[src/rtl/mbt_mem_pkg.sv]
// Shared memory-path definitions for the pixel engine's BRAM write side.
// Holds the default geometry of the frame buffer (word address width, data
// width, byte-enable width, clear sweep length, clear fill value) and the
// state encoding used by the write arbiter's clear sequencer.
package mbt_mem_pkg;

  localparam int ADDR_W    = 17;
  localparam int DATA_W    = 32;
  localparam int WE_W      = 4;
  localparam int CLR_WORDS = 120000;

  localparam logic [31:0] CLR_VALUE = 32'h0;

  typedef enum logic [1:0] {
    IDLE  = 2'd0,
    CLEAR = 2'd1,
    DONE  = 2'd2
  } state_e;

endpackage

[src/rtl/rr_arb2.sv]
// Two-way round-robin grant selector.
// Ports:
//   clk, rst_n : clock and asynchronous active-low reset
//   req[1:0]   : request vector (bit i = requester i)
//   xfer       : strobe, high when the granted request was actually accepted
//   gnt[1:0]   : one-hot grant (all zero when nothing is requested)
// A lone requester is granted at once; with both requesting, the one that did
// not win the last accepted transfer gets the grant. The last-winner pointer
// only moves when a transfer really happens, so a stalled grant stays put.
module rr_arb2 (
  input  logic       clk,
  input  logic       rst_n,
  input  logic [1:0] req,
  input  logic       xfer,
  output logic [1:0] gnt
);

  // Index of the requester that won the most recent accepted transfer.
  logic last_q, last_d;

  always_ff @(posedge clk or negedge rst_n) begin
    if (!rst_n) begin
      // Pretend requester 1 went last so requester 0 wins first.
      last_q <= 1'b1;
    end else begin
      last_q <= last_d;
    end
  end

  always_comb begin
    gnt = 2'b00;
    unique case (req)
      2'b01:   gnt = 2'b01;
      2'b10:   gnt = 2'b10;
      2'b11:   gnt = last_q ? 2'b01 : 2'b10;
      default: gnt = 2'b00;
    endcase
  end

  always_comb begin
    last_d = last_q;
    if (xfer) begin
      last_d = gnt[1];
    end
  end

endmodule

[src/rtl/bram_wr_arbiter.sv]
// Write-side arbiter for BRAM port A of the frame buffer.
// Two valid/ready write requesters share the port through a round-robin
// arbiter; a clear sequencer can take the port over to sweep CLR_WORDS words
// with CLR_VALUE. All port outputs are registered, so an accepted beat or a
// clear word appears on m_* one cycle after it is issued.
// Ports:
//   clk, rst_n                 : clock, asynchronous active-low reset
//   s0_* / s1_*                : requester valid/ready handshake + addr/data/we
//   clr_start                  : single-cycle clear request (honoured in IDLE)
//   clr_busy                   : high while the sweep is issuing words
//   clr_done                   : one-cycle pulse after the last word is issued
//   m_we, m_addr, m_data       : registered BRAM port A write signals
module bram_wr_arbiter #(
  parameter int                ADDR_W    = mbt_mem_pkg::ADDR_W,
  parameter int                DATA_W    = mbt_mem_pkg::DATA_W,
  parameter int                WE_W      = mbt_mem_pkg::WE_W,
  parameter int                CLR_WORDS = mbt_mem_pkg::CLR_WORDS,
  parameter logic [DATA_W-1:0] CLR_VALUE = mbt_mem_pkg::CLR_VALUE
) (
  input  logic              clk,
  input  logic              rst_n,
  input  logic              s0_valid,
  output logic              s0_ready,
  input  logic [ADDR_W-1:0] s0_addr,
  input  logic [DATA_W-1:0] s0_data,
  input  logic [WE_W-1:0]   s0_we,
  input  logic              s1_valid,
  output logic              s1_ready,
  input  logic [ADDR_W-1:0] s1_addr,
  input  logic [DATA_W-1:0] s1_data,
  input  logic [WE_W-1:0]   s1_we,
  input  logic              clr_start,
  output logic              clr_busy,
  output logic              clr_done,
  output logic [WE_W-1:0]   m_we,
  output logic [ADDR_W-1:0] m_addr,
  output logic [DATA_W-1:0] m_data
);

  import mbt_mem_pkg::*;

  localparam logic [ADDR_W-1:0] LAST_WORD = ADDR_W'(CLR_WORDS - 1);

  state_e            state_q, state_d;
  logic [ADDR_W-1:0] cnt_q, cnt_d;
  logic [WE_W-1:0]   m_we_q, m_we_d;
  logic [ADDR_W-1:0] m_addr_q, m_addr_d;
  logic [DATA_W-1:0] m_data_q, m_data_d;

  logic [1:0] gnt;
  logic       accept_en;
  logic       xfer0, xfer1, xfer;

  rr_arb2 u_rr_arb2 (
    .clk   (clk),
    .rst_n (rst_n),
    .req   ({s1_valid, s0_valid}),
    .xfer  (xfer),
    .gnt   (gnt)
  );

  assign xfer0 = s0_valid & s0_ready;
  assign xfer1 = s1_valid & s1_ready;
  assign xfer  = xfer0 | xfer1;

  // State register plus the registered port A outputs and clear counter.
  always_ff @(posedge clk or negedge rst_n) begin
    if (!rst_n) begin
      state_q  <= IDLE;
      cnt_q    <= '0;
      m_we_q   <= '0;
      m_addr_q <= '0;
      m_data_q <= '0;
    end else begin
      state_q  <= state_d;
      cnt_q    <= cnt_d;
      m_we_q   <= m_we_d;
      m_addr_q <= m_addr_d;
      m_data_q <= m_data_d;
    end
  end

  // Next-state logic. clr_start is only looked at in IDLE, so pulses during
  // a sweep or its done cycle are dropped.
  always_comb begin
    state_d = state_q;
    unique case (state_q)
      IDLE:    if (clr_start) state_d = CLEAR;
      CLEAR:   if (cnt_q == LAST_WORD) state_d = DONE;
      DONE:    state_d = IDLE;
      default: state_d = IDLE;
    endcase
  end

  // Output logic. Readies are gated by rst_n so nothing is accepted while the
  // block is held in reset, and by clr_start so a clear request wins the cycle.
  always_comb begin
    accept_en = (state_q == IDLE) && !clr_start && rst_n;
    s0_ready  = accept_en & gnt[0];
    s1_ready  = accept_en & gnt[1];
    clr_busy  = (state_q == CLEAR);
    clr_done  = (state_q == DONE);
  end

  // Port A datapath: a clear word, an accepted beat, or an idle cycle that
  // drops the write enable while leaving address and data where they were.
  always_comb begin
    m_we_d   = '0;
    m_addr_d = m_addr_q;
    m_data_d = m_data_q;
    cnt_d    = cnt_q;
    if (state_q == CLEAR) begin
      m_we_d   = '1;
      m_addr_d = cnt_q;
      m_data_d = CLR_VALUE;
      cnt_d    = cnt_q + 1'b1;
    end else if (xfer0) begin
      m_we_d   = s0_we;
      m_addr_d = s0_addr;
      m_data_d = s0_data;
    end else if (xfer1) begin
      m_we_d   = s1_we;
      m_addr_d = s1_addr;
      m_data_d = s1_data;
    end
    if ((state_q == IDLE) && clr_start) begin
      cnt_d = '0;
    end
  end

  assign m_we   = m_we_q;
  assign m_addr = m_addr_q;
  assign m_data = m_data_q;

endmodule

[config.mk]
export PLATFORM = sky130hd
export DESIGN_NAME = bram_wr_arbiter
export DESIGN_NICKNAME = d
export VERILOG_FILES = /design/src/rtl/mbt_mem_pkg.sv /design/src/rtl/rr_arb2.sv /design/src/rtl/bram_wr_arbiter.sv
export SDC_FILE = /design/constraint.sdc
export NUM_CORES = 1
export LEC_CHECK = 0
export ABC_AREA = 1
export BUFFER_PORTS_ARGS = -buffer_cell sky130_fd_sc_hd__buf_4
export CORE_UTILIZATION = 43
export DETAILED_ROUTE_END_ITERATION = 12
export GPL_TIMING_DRIVEN = 0
export HOLD_SLACK_MARGIN = 0.02
export PLACE_DENSITY = 0.77
export REMOVE_ABC_BUFFERS = 1
export SYNTH_ARGS = -nofsm -noshare
export SYNTH_HDL_FRONTEND = slang
export SYNTH_SLANG_ARGS = --single-unit
[constraint.sdc]
create_clock -name clk -period 1.6 [get_ports clk]
set_input_delay 0.24 -clock clk [delete_from_list [all_inputs] [get_ports clk]]
set_output_delay 0.24 -clock clk [all_outputs]
set_load 0.02 [all_outputs]
==> impl_metrics.prom, run 1 <==
# TYPE chip_impl_metric gauge
chip_impl_metric{name="finalCriticalPeriod",unit="ns"} 1.79
chip_impl_metric{name="seq_area_frac_synth",unit="%"} 48.3
chip_impl_metric{name="min_period_over_period",unit="%"} 112
chip_impl_info{name="status",value="finished with violations"} 1
chip_impl_metric{name="cp.arrival",unit="ns"} 1.55
chip_impl_metric{name="gr_util_all_layers",unit="%"} 33.8
chip_impl_metric{name="cellLeakagePower",unit="nW"} 3.27
chip_impl_metric{name="post_synth_num_cell_types",unit=""} 27
chip_impl_metric{name="wire_length_of_the_first_global_routing_pass",unit="um"} 22700
chip_impl_metric{name="worst_setup_hold_path_clk_slew",unit="ns"} 0.08
chip_impl_info{name="critPathCaptureType",value="output port"} 1
chip_impl_metric{name="worst_slack",unit="ns"} -0.194
chip_impl_metric{name="ys_ff_latch",unit=""} 73
chip_impl_metric{name="synth_largest_type_area_fraction",unit="%"} 47.6
chip_impl_metric{name="drt_initial_violations",unit=""} 224
chip_impl_info{name="r2r_end",value="m_addr[12]"} 1
chip_impl_metric{name="ports_placed_on_the_boundary",unit=""} 168
chip_impl_info{name="critical_path_class",value="reg -> out"} 1
chip_impl_metric{name="crit_path_max_fanout",unit=""} 5
chip_impl_info{name="rsz0062_at_grt",value="true"} 1
chip_impl_metric{name="detailedRoute.firstPassIterationCount",unit=""} 5
chip_impl_metric{name="max_cap_viol_count",unit=""} 0
chip_impl_metric{name="number_of_antenna_violations_at_the_first_check_in_global_routing",unit=""} 0
chip_impl_metric{name="number_of_remaining_drc_errors",unit=""} 0
chip_impl_metric{name="timing.critical_path.required",unit="ns"} 1.36
chip_impl_metric{name="deepest_clock_path_buffer_count",unit=""} 2
chip_impl_metric{name="layout_filler_cell_count",unit=""} 525
chip_impl_metric{name="quantity_of_i_o_buffers_inserted_on_ports",unit=""} 167
chip_impl_metric{name="insertion_delay",unit="ns"} 0.36
chip_impl_metric{name="vias_post_dr",unit=""} 4567
chip_impl_metric{name="ctsHtreeMaxLevel",unit=""} 3
chip_impl_info{name="min-delay-path-class",value="in -> async"} 1
chip_impl_metric{name="power.total",unit="mW"} 3.77
chip_impl_info{name="cell_type_with_the_largest_total_area_after_synthesis",value="dfrtp_1"} 1
chip_impl_metric{name="maximum_clock_frequency",unit="MHz"} 557
chip_impl_metric{name="rows",unit=""} 33
chip_impl_info{name="clockRootBuffer",value="clkbuf_8"} 1
chip_impl_metric{name="die_h",unit="um"} 95.8
chip_impl_info{name="netlist_top_cells_area",value="dfrtp_1, nand2_1, nand3_1, o21ai_1, o21ai_0"} 1
chip_impl_metric{name="r2r.worst_path.cells",unit=""} 10
chip_impl_metric{name="die-width",unit="um"} 95.8
chip_impl_metric{name="grt-ovfl-total",unit=""} 0
chip_impl_metric{name="cts-buffers-inserted",unit=""} 9
chip_impl_metric{name="ff_latch_area",unit="sq um"} 1830
chip_impl_metric{name="wirelength",unit="um"} 16100
chip_impl_info{name="cts_tree",value="built"} 1
chip_impl_metric{name="max_slew_headroom",unit="%"} 72.0
chip_impl_metric{name="initial_core_utilization",unit="%"} 45.2
chip_impl_metric{name="floorplan.die_area",unit="sq um"} 9180
chip_impl_metric{name="ys_warn_count",unit=""} 0
chip_impl_info{name="worst_setup_path_start_kind",value="register"} 1
chip_impl_info{name="rr_startpoint",value="u_rr_arb2.last_q"} 1
chip_impl_metric{name="detail_route.vias_per_cell",unit=""} 5.60
chip_impl_metric{name="area_growth",unit="%"} 72.4
chip_impl_metric{name="gp_congestion",unit=""} 0.837
chip_impl_info{name="failed_checks",value="negative hold slack, negative setup slack"} 1
chip_impl_metric{name="post_synth_inst_count",unit=""} 493
chip_impl_metric{name="synthesis.area_per_instance",unit="sq um"} 7.68
chip_impl_metric{name="core_area",unit="sq um"} 8380
chip_impl_metric{name="finalMaxSlewViolations",unit=""} 0
chip_impl_metric{name="n_antenna_cell",unit=""} 0
chip_impl_metric{name="detail-route-antenna-nets",unit=""} 0
chip_impl_metric{name="synth_area",unit="sq um"} 3790
chip_impl_metric{name="final.setup_skew",unit="ns"} 0.0141
chip_impl_metric{name="peakVddDrop",unit="mV"} 0.549
chip_impl_metric{name="first_global_vias",unit=""} 4370
chip_impl_metric{name="hold_slack",unit="ns"} -0.223
chip_impl_metric{name="post_route_cells_drive_above_1_share",unit="%"} 48.5
chip_impl_metric{name="totalNegativeSetupSlack",unit="ns"} -4.57
chip_impl_metric{name="clock_sinks",unit=""} 73
chip_impl_metric{name="multiInputGateArea",unit="sq um"} 2290
chip_impl_metric{name="finalNetCount",unit=""} 818
chip_impl_metric{name="power_per_cell_area",unit="nW/um^2"} 578
chip_impl_metric{name="grt_start_max_net_pins",unit=""} 75
chip_impl_metric{name="tightestPinTransition",unit="ns"} 0.421
chip_impl_metric{name="reg2reg_setup_slack",unit="ns"} -0.15
chip_impl_metric{name="finalHoldViolations",unit=""} 72
chip_impl_metric{name="wl_per_cell",unit="um"} 19.7
chip_impl_metric{name="post-dp-hpwl",unit="um"} 7930
chip_impl_metric{name="final_setup_violation_count",unit=""} 51
## power breakdown
part,internal (mW),total [mW],switching [mW]
Combinational,0.260,0.430,0.170
Clock,0.727,1.50,0.773
Sequential,1.84,1.85,0.00103
## cells in the mapped netlist
master,count
a22o_1,1
ha_1,1
nand3b_1,17
buf_4,3
nand2_4,1
nor2_8,1
clkbuf_1,8
nand2_2,4
a21oi_1,3
a21oi_4,1
inv_2,5
nand4_1,4
buf_2,7
nand3_1,54
dfstp_2,1
dfrtp_1,72
nand2_1,134
clkinv_1,1
nor2_1,50
a21boi_0,1
o21ai_1,40
nor2_2,1
nor3_1,3
o31ai_1,1
o21ai_0,38
inv_1,35
buf_6,6
## sequential cells by signal (all words and copies together) (netlist names)
register / flops
state_q: 2
m_addr: 17
cnt_q: 17
m_data: 32
u_rr_arb2.last_q: 1
m_we: 4
## repair_timing
| action | CTS | global route |
|---|---|---|
| setup endpoints to repair | 70 | 67 |
| cloned | 19 | 3 |
| gates resized for setup | 133 | 65 |
| hold endpoints to repair | 72 | 72 |
| setup buffers | 33 | 8 |
| pin swaps | 25 | 28 |
## through the flow
stage	utilization [%]	setup slack [ns]	hold slack (ns)	area, sq um	cells
2_1_floorplan	-	-0.982	-0.0556	3630	469
3_3_place_gp	59.8	-2.78	0.443	5020	741
3_5_place_dp	60.2	-2.10	0.443	5050	742
4_1_cts	74.8	-0.193	-0.200	6270	810
5_1_grt	77.9	-0.223	-0.189	6530	816
6_report	77.9	-0.194	-0.223	6530	816
## area by class of cell
cell class / count / share of cell area (%)
clock buffers: 10 / 1.96
clock inverters: 6 / 1.04
inverters: 41 / 2.72
multi-input cells: 368 / 35.1
flip-flops and latches: 73 / 28.0
well taps: 105 / 2.01
repair buffers: 208 / 28.3
repair inverters: 5 / 0.863
## how the worst max path moves through the flow
stage | startpoint | to | cells past startpoint
5_1_grt | u_rr_arb2.last_q | s0_ready | 6
6_report | u_rr_arb2.last_q | s0_ready | 6
3_5_place_dp | rst_n | m_addr[10] | 9
3_3_place_gp | rst_n | m_addr[12] | 8
4_1_cts | u_rr_arb2.last_q | s1_ready | 4
2_1_floorplan | state_q[0] | m_addr[11] | 8
## logic make-up (layout without fill, tap and decap cells)
logic type	count (synthesis)	in the layout	share of synthesized area, %
simple gates	269	282	31.5
compound gates	85	85	11.8
fa+ha+maj	1	1	0.330
buf+inv	65	270	8.16
flops	73	73	48.3
## layout by cell type (no fill, tap or decap), drive strengths merged
cell type  instances
buf              208
nand2            150
o21ai             78
dfrtp             72
nor2              54
nand3             54
inv               46
nand3b            17
clkbuf            10
nand4              4
a21oi              4
nor3               3
clkinv             3
clkinvlp           2
a21boi             1
o31ai              1
a22o               1
ha                 1
bufinv             1
dfstp              1
## worst max-delay path, cell delays in order, from the launching register on
cell and delay [ns]:
dfstp_2 0.56, inv_2 0.06, a21oi_4 0.16, buf_12 0.14, nand2_8 0.11, inv_16 0.07
buf_8 0.10
## routing by layer
metal	routed length [um]	global-route usage (%)	vias to the layer above
li1	-	-	2062
met1	5630	38.0	2186
met2	8270	58.0	253
met3	1390	8.14	66
met4	810	20.0	0
met5	0	0	-
Power figures use the tool's default switching activity.
==> run 2, diff against run 1 <==
--- a/config.mk
+++ b/config.mk
@@ -5,7 +5,6 @@
 export SDC_FILE = /design/constraint.sdc
 export NUM_CORES = 1
 export LEC_CHECK = 0
-export ABC_AREA = 1
 export BUFFER_PORTS_ARGS = -buffer_cell sky130_fd_sc_hd__buf_4
 export CORE_UTILIZATION = 43
 export DETAILED_ROUTE_END_ITERATION = 12
==> impl_metrics.prom, run 2 <==
# TYPE chip_impl_metric gauge
chip_impl_info{name="status",value="finished with violations"} 1
chip_impl_info{name="failed_checks",value="negative hold slack, negative setup slack"} 1
chip_impl_info{name="mostFrequentLayoutCells",value="buf_4, dfrtp_1, o21ai_1"} 1
chip_impl_info{name="critPathCaptureType",value="output port"} 1
chip_impl_metric{name="finalHoldViolations",unit=""} 72
chip_impl_metric{name="switching_share",unit="%"} 23.6
chip_impl_info{name="cts_tree",value="built"} 1
chip_impl_info{name="netlist_top_cells_count",value="dfrtp_1, mux2i_1, nand3_1"} 1
chip_impl_metric{name="gr_util_all_layers",unit="%"} 29.1
chip_impl_metric{name="cp.arrival",unit="ns"} 1.62
chip_impl_metric{name="adder_cell_share_of_the_synthesized_area",unit="%"} 0.338
chip_impl_metric{name="post_synth_inst_count",unit=""} 383
chip_impl_metric{name="number_of_remaining_drc_errors",unit=""} 0
chip_impl_metric{name="finalMaxSlewViolations",unit=""} 0
chip_impl_metric{name="ff_latch_area",unit="sq um"} 1830
chip_impl_metric{name="die_h",unit="um"} 94.8
chip_impl_metric{name="initial_core_utilization",unit="%"} 44.8
chip_impl_metric{name="drt_initial_violations",unit=""} 345
chip_impl_metric{name="finalNetCount",unit=""} 688
chip_impl_metric{name="rows",unit=""} 33
chip_impl_metric{name="largest_register_ffs",unit=""} 32
chip_impl_metric{name="n_antenna_cell",unit=""} 0
chip_impl_info{name="cell_type_with_the_largest_total_area_after_synthesis",value="dfrtp_1"} 1
chip_impl_metric{name="seq_area_frac_synth",unit="%"} 49.4
chip_impl_metric{name="synth_async_sr_flop_share",unit="%"} 100
chip_impl_metric{name="synth_edf_count",unit=""} 0
chip_impl_metric{name="final.setup_skew",unit="ns"} 0.0159
chip_impl_metric{name="cts-buffers-inserted",unit=""} 9
chip_impl_metric{name="dpl_cell_area",unit="sq um"} 5030
chip_impl_metric{name="synthesis.area_per_instance",unit="sq um"} 9.67
chip_impl_metric{name="wl_per_cell",unit="um"} 20.3
chip_impl_metric{name="synth_area",unit="sq um"} 3700
chip_impl_metric{name="grt_start_max_net_pins",unit=""} 76
chip_impl_metric{name="seq_power_share",unit="%"} 47.3
chip_impl_metric{name="number_of_antenna_violations_at_the_first_check_in_global_routing",unit=""} 0
chip_impl_metric{name="detail-route-antenna-nets",unit=""} 0
chip_impl_metric{name="gp_congestion",unit=""} 0.813
chip_impl_metric{name="final_area",unit="sq um"} 6120
chip_impl_metric{name="ys_ff_latch",unit=""} 73
chip_impl_metric{name="worst_setup_hold_path_clk_slew",unit="ns"} 0.07
chip_impl_metric{name="fraction_of_power_consumed_by_combinational_cells",unit="%"} 9.6
chip_impl_info{name="layout.cells.most_common",value="buf_4"} 1
chip_impl_metric{name="tightestPinTransition",unit="ns"} 0.638
chip_impl_info{name="clockRootBuffer",value="clkbuf_8"} 1
chip_impl_metric{name="post_synth_num_cell_types",unit=""} 47
chip_impl_metric{name="detail_route.vias_per_cell",unit=""} 5.90
chip_impl_info{name="critical_path_class",value="reg -> out"} 1
chip_impl_metric{name="first_global_vias",unit=""} 3947
chip_impl_info{name="largest_family_of_logic_cells_by_synthesized_area",value="simple AND/OR/NAND/NOR gates"} 1
chip_impl_metric{name="clock_sinks",unit=""} 73
chip_impl_metric{name="power.switching",unit="mW"} 0.924
chip_impl_metric{name="quantity_of_i_o_buffers_inserted_on_ports",unit=""} 167
chip_impl_metric{name="max_cap_viol_count",unit=""} 0
chip_impl_metric{name="final_setup_violation_count",unit=""} 63
chip_impl_metric{name="area_growth",unit="%"} 65.3
chip_impl_metric{name="post-dp-hpwl",unit="um"} 7590
chip_impl_metric{name="timing.critical_path.required",unit="ns"} 1.36
chip_impl_metric{name="synthXorXnorAreaFrac",unit="%"} 0
chip_impl_metric{name="hold_slack",unit="ns"} -0.171
chip_impl_metric{name="crit_path_max_fanout",unit=""} 3
chip_impl_metric{name="layout_filler_cell_count",unit=""} 515
chip_impl_metric{name="power.total",unit="mW"} 3.92
chip_impl_metric{name="share_of_synthesized_cell_area_in_and_or_nand_and_nor_gates",unit="%"} 18.4
chip_impl_metric{name="cell_internal_pwr",unit="mW"} 2.99
chip_impl_info{name="yosysMostFrequentCell",value="dfrtp_1"} 1
chip_impl_metric{name="wirelength",unit="um"} 13900
chip_impl_info{name="rsz0062_at_grt",value="true"} 1
chip_impl_metric{name="worst_slack",unit="ns"} -0.257
chip_impl_metric{name="ys_warn_count",unit=""} 0
chip_impl_metric{name="synthMuxAreaShare",unit="%"} 10.8
chip_impl_metric{name="core_area",unit="sq um"} 8260
chip_impl_metric{name="ports_placed_on_the_boundary",unit=""} 168
chip_impl_metric{name="post_route_cells_drive_above_1_share",unit="%"} 48.4
chip_impl_metric{name="synth_compound_gate_area_share",unit="%"} 16.9
chip_impl_info{name="min-delay-path-class",value="in -> async"} 1
chip_impl_metric{name="insertion_delay",unit="ns"} 0.36
chip_impl_info{name="worst_setup_path_start_kind",value="register"} 1
chip_impl_metric{name="die-width",unit="um"} 94.8
chip_impl_metric{name="max_slew_headroom",unit="%"} 57.2
chip_impl_metric{name="min_period_over_period",unit="%"} 116
chip_impl_metric{name="floorplan.die_area",unit="sq um"} 8990
chip_impl_metric{name="detailedRoute.firstPassIterationCount",unit=""} 6
chip_impl_metric{name="cellLeakagePower",unit="nW"} 3.09
chip_impl_metric{name="ctsHtreeMaxLevel",unit=""} 3
chip_impl_metric{name="multiInputGateArea",unit="sq um"} 2030
chip_impl_metric{name="vias_post_dr",unit=""} 4048
chip_impl_metric{name="clockPowerShare",unit="%"} 43.2
chip_impl_metric{name="deepest_clock_path_buffer_count",unit=""} 2
chip_impl_info{name="synth-main-ff-cell",value="dfrtp_1"} 1
chip_impl_info{name="netlist_top_cells_area",value="dfrtp_1, mux2i_1, nand3_1, o21ai_1, a21oi_1"} 1
chip_impl_metric{name="finalCriticalPeriod",unit="ns"} 1.86
chip_impl_metric{name="peakVddDrop",unit="mV"} 0.557
chip_impl_metric{name="grt-ovfl-total",unit=""} 0
chip_impl_metric{name="maximum_clock_frequency",unit="MHz"} 539
chip_impl_metric{name="synth_largest_type_area_fraction",unit="%"} 48.7
chip_impl_metric{name="power_per_cell_area",unit="nW/um^2"} 640
chip_impl_metric{name="wire_length_of_the_first_global_routing_pass",unit="um"} 19500
## run 2: cell count changes in the layout (fill, tap and decap cells not counted), sizes merged, moves of 4 or more
cell,previous run,this run
nand2,150,24
inv,46,3
mux2i,0,40
nor2,54,20
o21ai,78,45
a21oi,4,32
and3,0,17
nand3b,17,0
o22ai,0,15
nand3,54,41
nand2b,0,5
a221o,0,4
## run 2: kinds of logic (layout without fill, tap and decap cells)
logic type	count (synthesis)	count (layout)
adder cells (fa/ha/maj)	1	1
buffers and inverters	34	228
AO/OA/AOI/OAI	108	111
AND/OR/NAND/NOR	127	128
flip-flops	73	73
multiplexers	40	40
## run 2: cell type report
cell class | instances | share of cell area, %
Timing Repair inverter | 1 | 0.123
Timing Repair Buffer | 208 | 30.6
Inverter | 3 | 0.286
Clock inverter | 6 | 1.47
Multi-Input combinational cell | 280 | 33.2
Clock buffer | 10 | 2.25
Tap cell | 105 | 2.15
Sequential cell | 73 | 29.9
## run 2: path summary, 6_finish.rpt
check / start / to / slack [ns] / depth (start not counted)
min in group clk: s1_we[3] / m_we[3] / 0.11 / 2
setup / recovery: state_q[1] / s1_ready / -0.26 / 3
max in group asynchronous: rst_n / u_rr_arb2.last_q / 1.34 / 1
setup reg to reg: state_q[1] / cnt_q[7] / -0.18 / 7
hold reg to reg: m_data[21] / m_data[21] / 0.51 / 2
hold / removal: rst_n / m_addr[13] / -0.17 / 1
## run 2: power by group through the flow
stage,registers (mW),clock network (mW),logic (mW)
after floorplan,1.89,0,0.0706
after global placement,1.89,0,0.330
after detailed placement,1.89,0,0.343
after CTS,1.85,1.66,0.357
after global routing,1.85,1.76,0.404
final,1.85,1.69,0.375
## run 2: worst max-delay path, stage by stage (launching register included)
cell and delay [ns]:
dfrtp_2 0.45, or4b_4 0.58, nor2_4 0.12, buf_6 0.12
## run 2: metal layers
metal	wire length, um	GRT usage (%)	up-vias
met5	0	0	-
met4	504	13.8	0
met3	1020	5.88	47
met2	7330	50.2	251
met1	5100	34.5	1942
li1	-	-	1808
## run 2: what timing repair did
item                                    4_1_cts  5_1_grt
endpoints found under the setup margin       75       70
hold endpoints to repair                     72       72
gates resized for setup                      56       39
gates cloned                                 10        3
pin swaps                                    12       12
setup buffers                                25        7
## run 2: stage by stage
step	setup TNS [ns]	std cells	hold WS, ns	util [%]	worst slack (ns)
floorplan	-110.52	352	-0.0556	-	-1.85
global placement	-196.70	624	0.437	59.9	-3.13
global route	-9.41	686	-0.110	74.1	-0.284
finish	-6.62	686	-0.171	74.1	-0.257
CTS	-1.49	678	-0.135	70.7	-0.236
detailed placement	-76.13	627	0.435	60.9	-1.52
==> run 3, diff against run 2 <==
--- a/config.mk
+++ b/config.mk
@@ -12,6 +12,7 @@
 export HOLD_SLACK_MARGIN = 0.02
 export PLACE_DENSITY = 0.77
 export REMOVE_ABC_BUFFERS = 1
+export SETUP_SLACK_MARGIN = 0.2
 export SYNTH_ARGS = -nofsm -noshare
 export SYNTH_HDL_FRONTEND = slang
 export SYNTH_SLANG_ARGS = --single-unit
==> impl_metrics.prom, run 3 (synthesis gave the netlist of run 2 again) <==
# TYPE chip_impl_metric gauge
chip_impl_info{name="status",value="finished with violations"} 1
chip_impl_info{name="failed_checks",value="negative hold slack, negative setup slack"} 1
chip_impl_metric{name="post_route_cells_drive_above_1_share",unit="%"} 53.4
chip_impl_metric{name="peakVddDrop",unit="mV"} 0.507
chip_impl_metric{name="dpl_cell_area",unit="sq um"} 5030
chip_impl_info{name="mostFrequentLayoutCells",value="buf_4, dfrtp_1, o21ai_1"} 1
chip_impl_metric{name="quantity_of_i_o_buffers_inserted_on_ports",unit=""} 167
chip_impl_info{name="clockRootBuffer",value="clkbuf_8"} 1
chip_impl_metric{name="post_layout_nonfiller_instances",unit=""} 701
chip_impl_metric{name="grt_start_max_net_pins",unit=""} 76
chip_impl_metric{name="max_stage_delay",unit="ns"} 0.57
chip_impl_metric{name="deepest_clock_path_buffer_count",unit=""} 2
chip_impl_info{name="cts_tree",value="built"} 1
chip_impl_metric{name="n_antenna_cell",unit=""} 0
chip_impl_metric{name="largest_register_ffs",unit=""} 32
chip_impl_metric{name="min_period_over_period",unit="%"} 115
chip_impl_metric{name="ports_placed_on_the_boundary",unit=""} 168
chip_impl_metric{name="drt_initial_violations",unit=""} 373
chip_impl_metric{name="detailedRoute.firstPassIterationCount",unit=""} 5
chip_impl_metric{name="wl_per_cell",unit="um"} 22.1
chip_impl_metric{name="first_global_vias",unit=""} 4099
chip_impl_metric{name="timing.critical_path.required",unit="ns"} 1.36
chip_impl_metric{name="floorplan.die_area",unit="sq um"} 8990
chip_impl_metric{name="ctsHtreeMaxLevel",unit=""} 3
chip_impl_metric{name="final_area",unit="sq um"} 6370
chip_impl_info{name="layout.cells.most_common",value="buf_4"} 1
chip_impl_metric{name="die_h",unit="um"} 94.8
chip_impl_info{name="worst_setup_path_start_kind",value="register"} 1
chip_impl_metric{name="detail-route-antenna-nets",unit=""} 0
chip_impl_metric{name="finalCriticalPeriod",unit="ns"} 1.84
chip_impl_metric{name="final_setup_violation_count",unit=""} 66
chip_impl_metric{name="dp_slack",unit="ns"} -1.52
chip_impl_metric{name="clock_sinks",unit=""} 73
chip_impl_metric{name="max_cap_viol_count",unit=""} 0
chip_impl_metric{name="cp.arrival",unit="ns"} 1.60
chip_impl_metric{name="finalNetCount",unit=""} 703
chip_impl_metric{name="core_util_final",unit="%"} 77.2
chip_impl_info{name="critPathCaptureType",value="output port"} 1
chip_impl_metric{name="totalNegativeSetupSlack",unit="ns"} -6.00
chip_impl_metric{name="maximum_clock_frequency",unit="MHz"} 542
chip_impl_metric{name="grt-ovfl-total",unit=""} 0
chip_impl_metric{name="tightestPinTransition",unit="ns"} 0.668
chip_impl_metric{name="finalHoldViolations",unit=""} 72
chip_impl_metric{name="gr_util_all_layers",unit="%"} 30.6
chip_impl_metric{name="post-place-cells",unit=""} 627
chip_impl_metric{name="power_per_cell_area",unit="nW/um^2"} 616
chip_impl_metric{name="cts-buffers-inserted",unit=""} 9
chip_impl_metric{name="area_growth",unit="%"} 72.1
chip_impl_metric{name="number_of_antenna_violations_at_the_first_check_in_global_routing",unit=""} 0
chip_impl_metric{name="core_area",unit="sq um"} 8260
chip_impl_metric{name="wirelength",unit="um"} 15500
chip_impl_metric{name="vias_post_dr",unit=""} 4296
chip_impl_info{name="critical-path-slowest-cell",value="or4b_4"} 1
chip_impl_metric{name="hold_slack",unit="ns"} -0.146
chip_impl_metric{name="detail_route.vias_per_cell",unit=""} 6.13
chip_impl_metric{name="max_slew_headroom",unit="%"} 55.2
chip_impl_metric{name="crit_path_max_fanout",unit=""} 3
chip_impl_metric{name="final.setup_skew",unit="ns"} 0.0188
chip_impl_metric{name="gp_congestion",unit=""} 0.813
chip_impl_metric{name="worst_slack",unit="ns"} -0.244
chip_impl_metric{name="post-dp-hpwl",unit="um"} 7590
chip_impl_metric{name="worst_setup_hold_path_clk_slew",unit="ns"} 0.09
chip_impl_metric{name="insertion_delay",unit="ns"} 0.37
chip_impl_metric{name="initial_core_utilization",unit="%"} 44.8
chip_impl_info{name="critical_path_class",value="reg -> out"} 1
chip_impl_metric{name="rows",unit=""} 33
chip_impl_metric{name="cellLeakagePower",unit="nW"} 3.15
chip_impl_metric{name="die-width",unit="um"} 94.8
chip_impl_info{name="worst_path_dominant_cell_family",value="simple AND/OR/NAND/NOR gates"} 1
chip_impl_info{name="critical_path.cell_chain",value="or4b_4 -> nor2_4 -> buf_6"} 1
chip_impl_info{name="min-delay-path-class",value="in -> async"} 1
chip_impl_metric{name="finalMaxSlewViolations",unit=""} 0
chip_impl_metric{name="number_of_remaining_drc_errors",unit=""} 0
chip_impl_metric{name="wire_length_of_the_first_global_routing_pass",unit="um"} 20500
chip_impl_metric{name="critical_path_buf_inv_count",unit=""} 1
chip_impl_info{name="rsz0062_at_grt",value="true"} 1
==> run 3: power by group <==
part | leakage [nW] | total (mW) | internal (mW) | switching, mW
combinational | 2.08 | 0.382 | 0.223 | 0.159
sequential | 0.954 | 1.85 | 1.85 | 0.00443
clock | 0.113 | 1.69 | 0.926 | 0.768
total | 3.15 | 3.93 | 3.00 | 0.931
==> run 3: worst paths after layout <==
check	start	endpoint	slack [ns]	depth (start not counted)
max reg2reg	state_q[1]	cnt_q[4]	-0.19	8
max	state_q[1]	s1_ready	-0.24	3
min in group clk	s1_we[3]	m_we[3]	0.12	2
min	rst_n	m_addr[3]	-0.15	1
max in group asynchronous	rst_n	cnt_q[2]	1.33	1
min reg2reg	m_data[21]	m_data[21]	0.51	2
==> run 3: through the flow <==
stage	total power [mW]	hold slack, ns
floorplan	1.96	-0.0556
global placement	2.22	0.437
detailed placement	2.23	0.435
CTS	3.87	-0.135
global route	4.03	-0.118
finish	3.93	-0.146
==> run 3: timing repair <==
| action | 4_1_cts | 5_1_grt |
|---|---|---|
| resized for setup | 75 | 47 |
| buffers inserted | 30 | 9 |
| pin swaps | 15 | 24 |
| endpoints found under the hold margin | 72 | 72 |
| cloned | 11 | 8 |
| setup endpoints to repair | 75 | 77 |
==> run 3: cell type report <==
cell class	instances	area, sq um
inverters	3	17.5
flip-flops and latches	73	1840
clock inverters	6	90.1
repair inverters	2	15.0
repair buffers	220	1990
clock buffers	10	138
fillers	469	1890
well taps	105	131
multi-input cells	282	2150
==> run 3: metal layers <==
| layer | wire [um] | vias up | GRT usage, % |
|---|---|---|---|
| met4 | 684 | 0 | 15.5 |
| met2 | 7960 | 281 | 52.3 |
| met5 | 0 | - | 0 |
| met1 | 5640 | 2099 | 36.4 |
| met3 | 1190 | 76 | 6.20 |
| li1 | - | 1840 | - |
==> run 3: worst register-to-register path, stage by stage, from the launching register on <==
cell and delay (ns):
dfrtp_2 0.44, buf_4 0.16, nand2b_4 0.19, buf_12 0.15
clkinvlp_4 0.11, buf_12 0.16, nand2_4 0.07, o211ai_1 0.23
o31ai_1 0.15
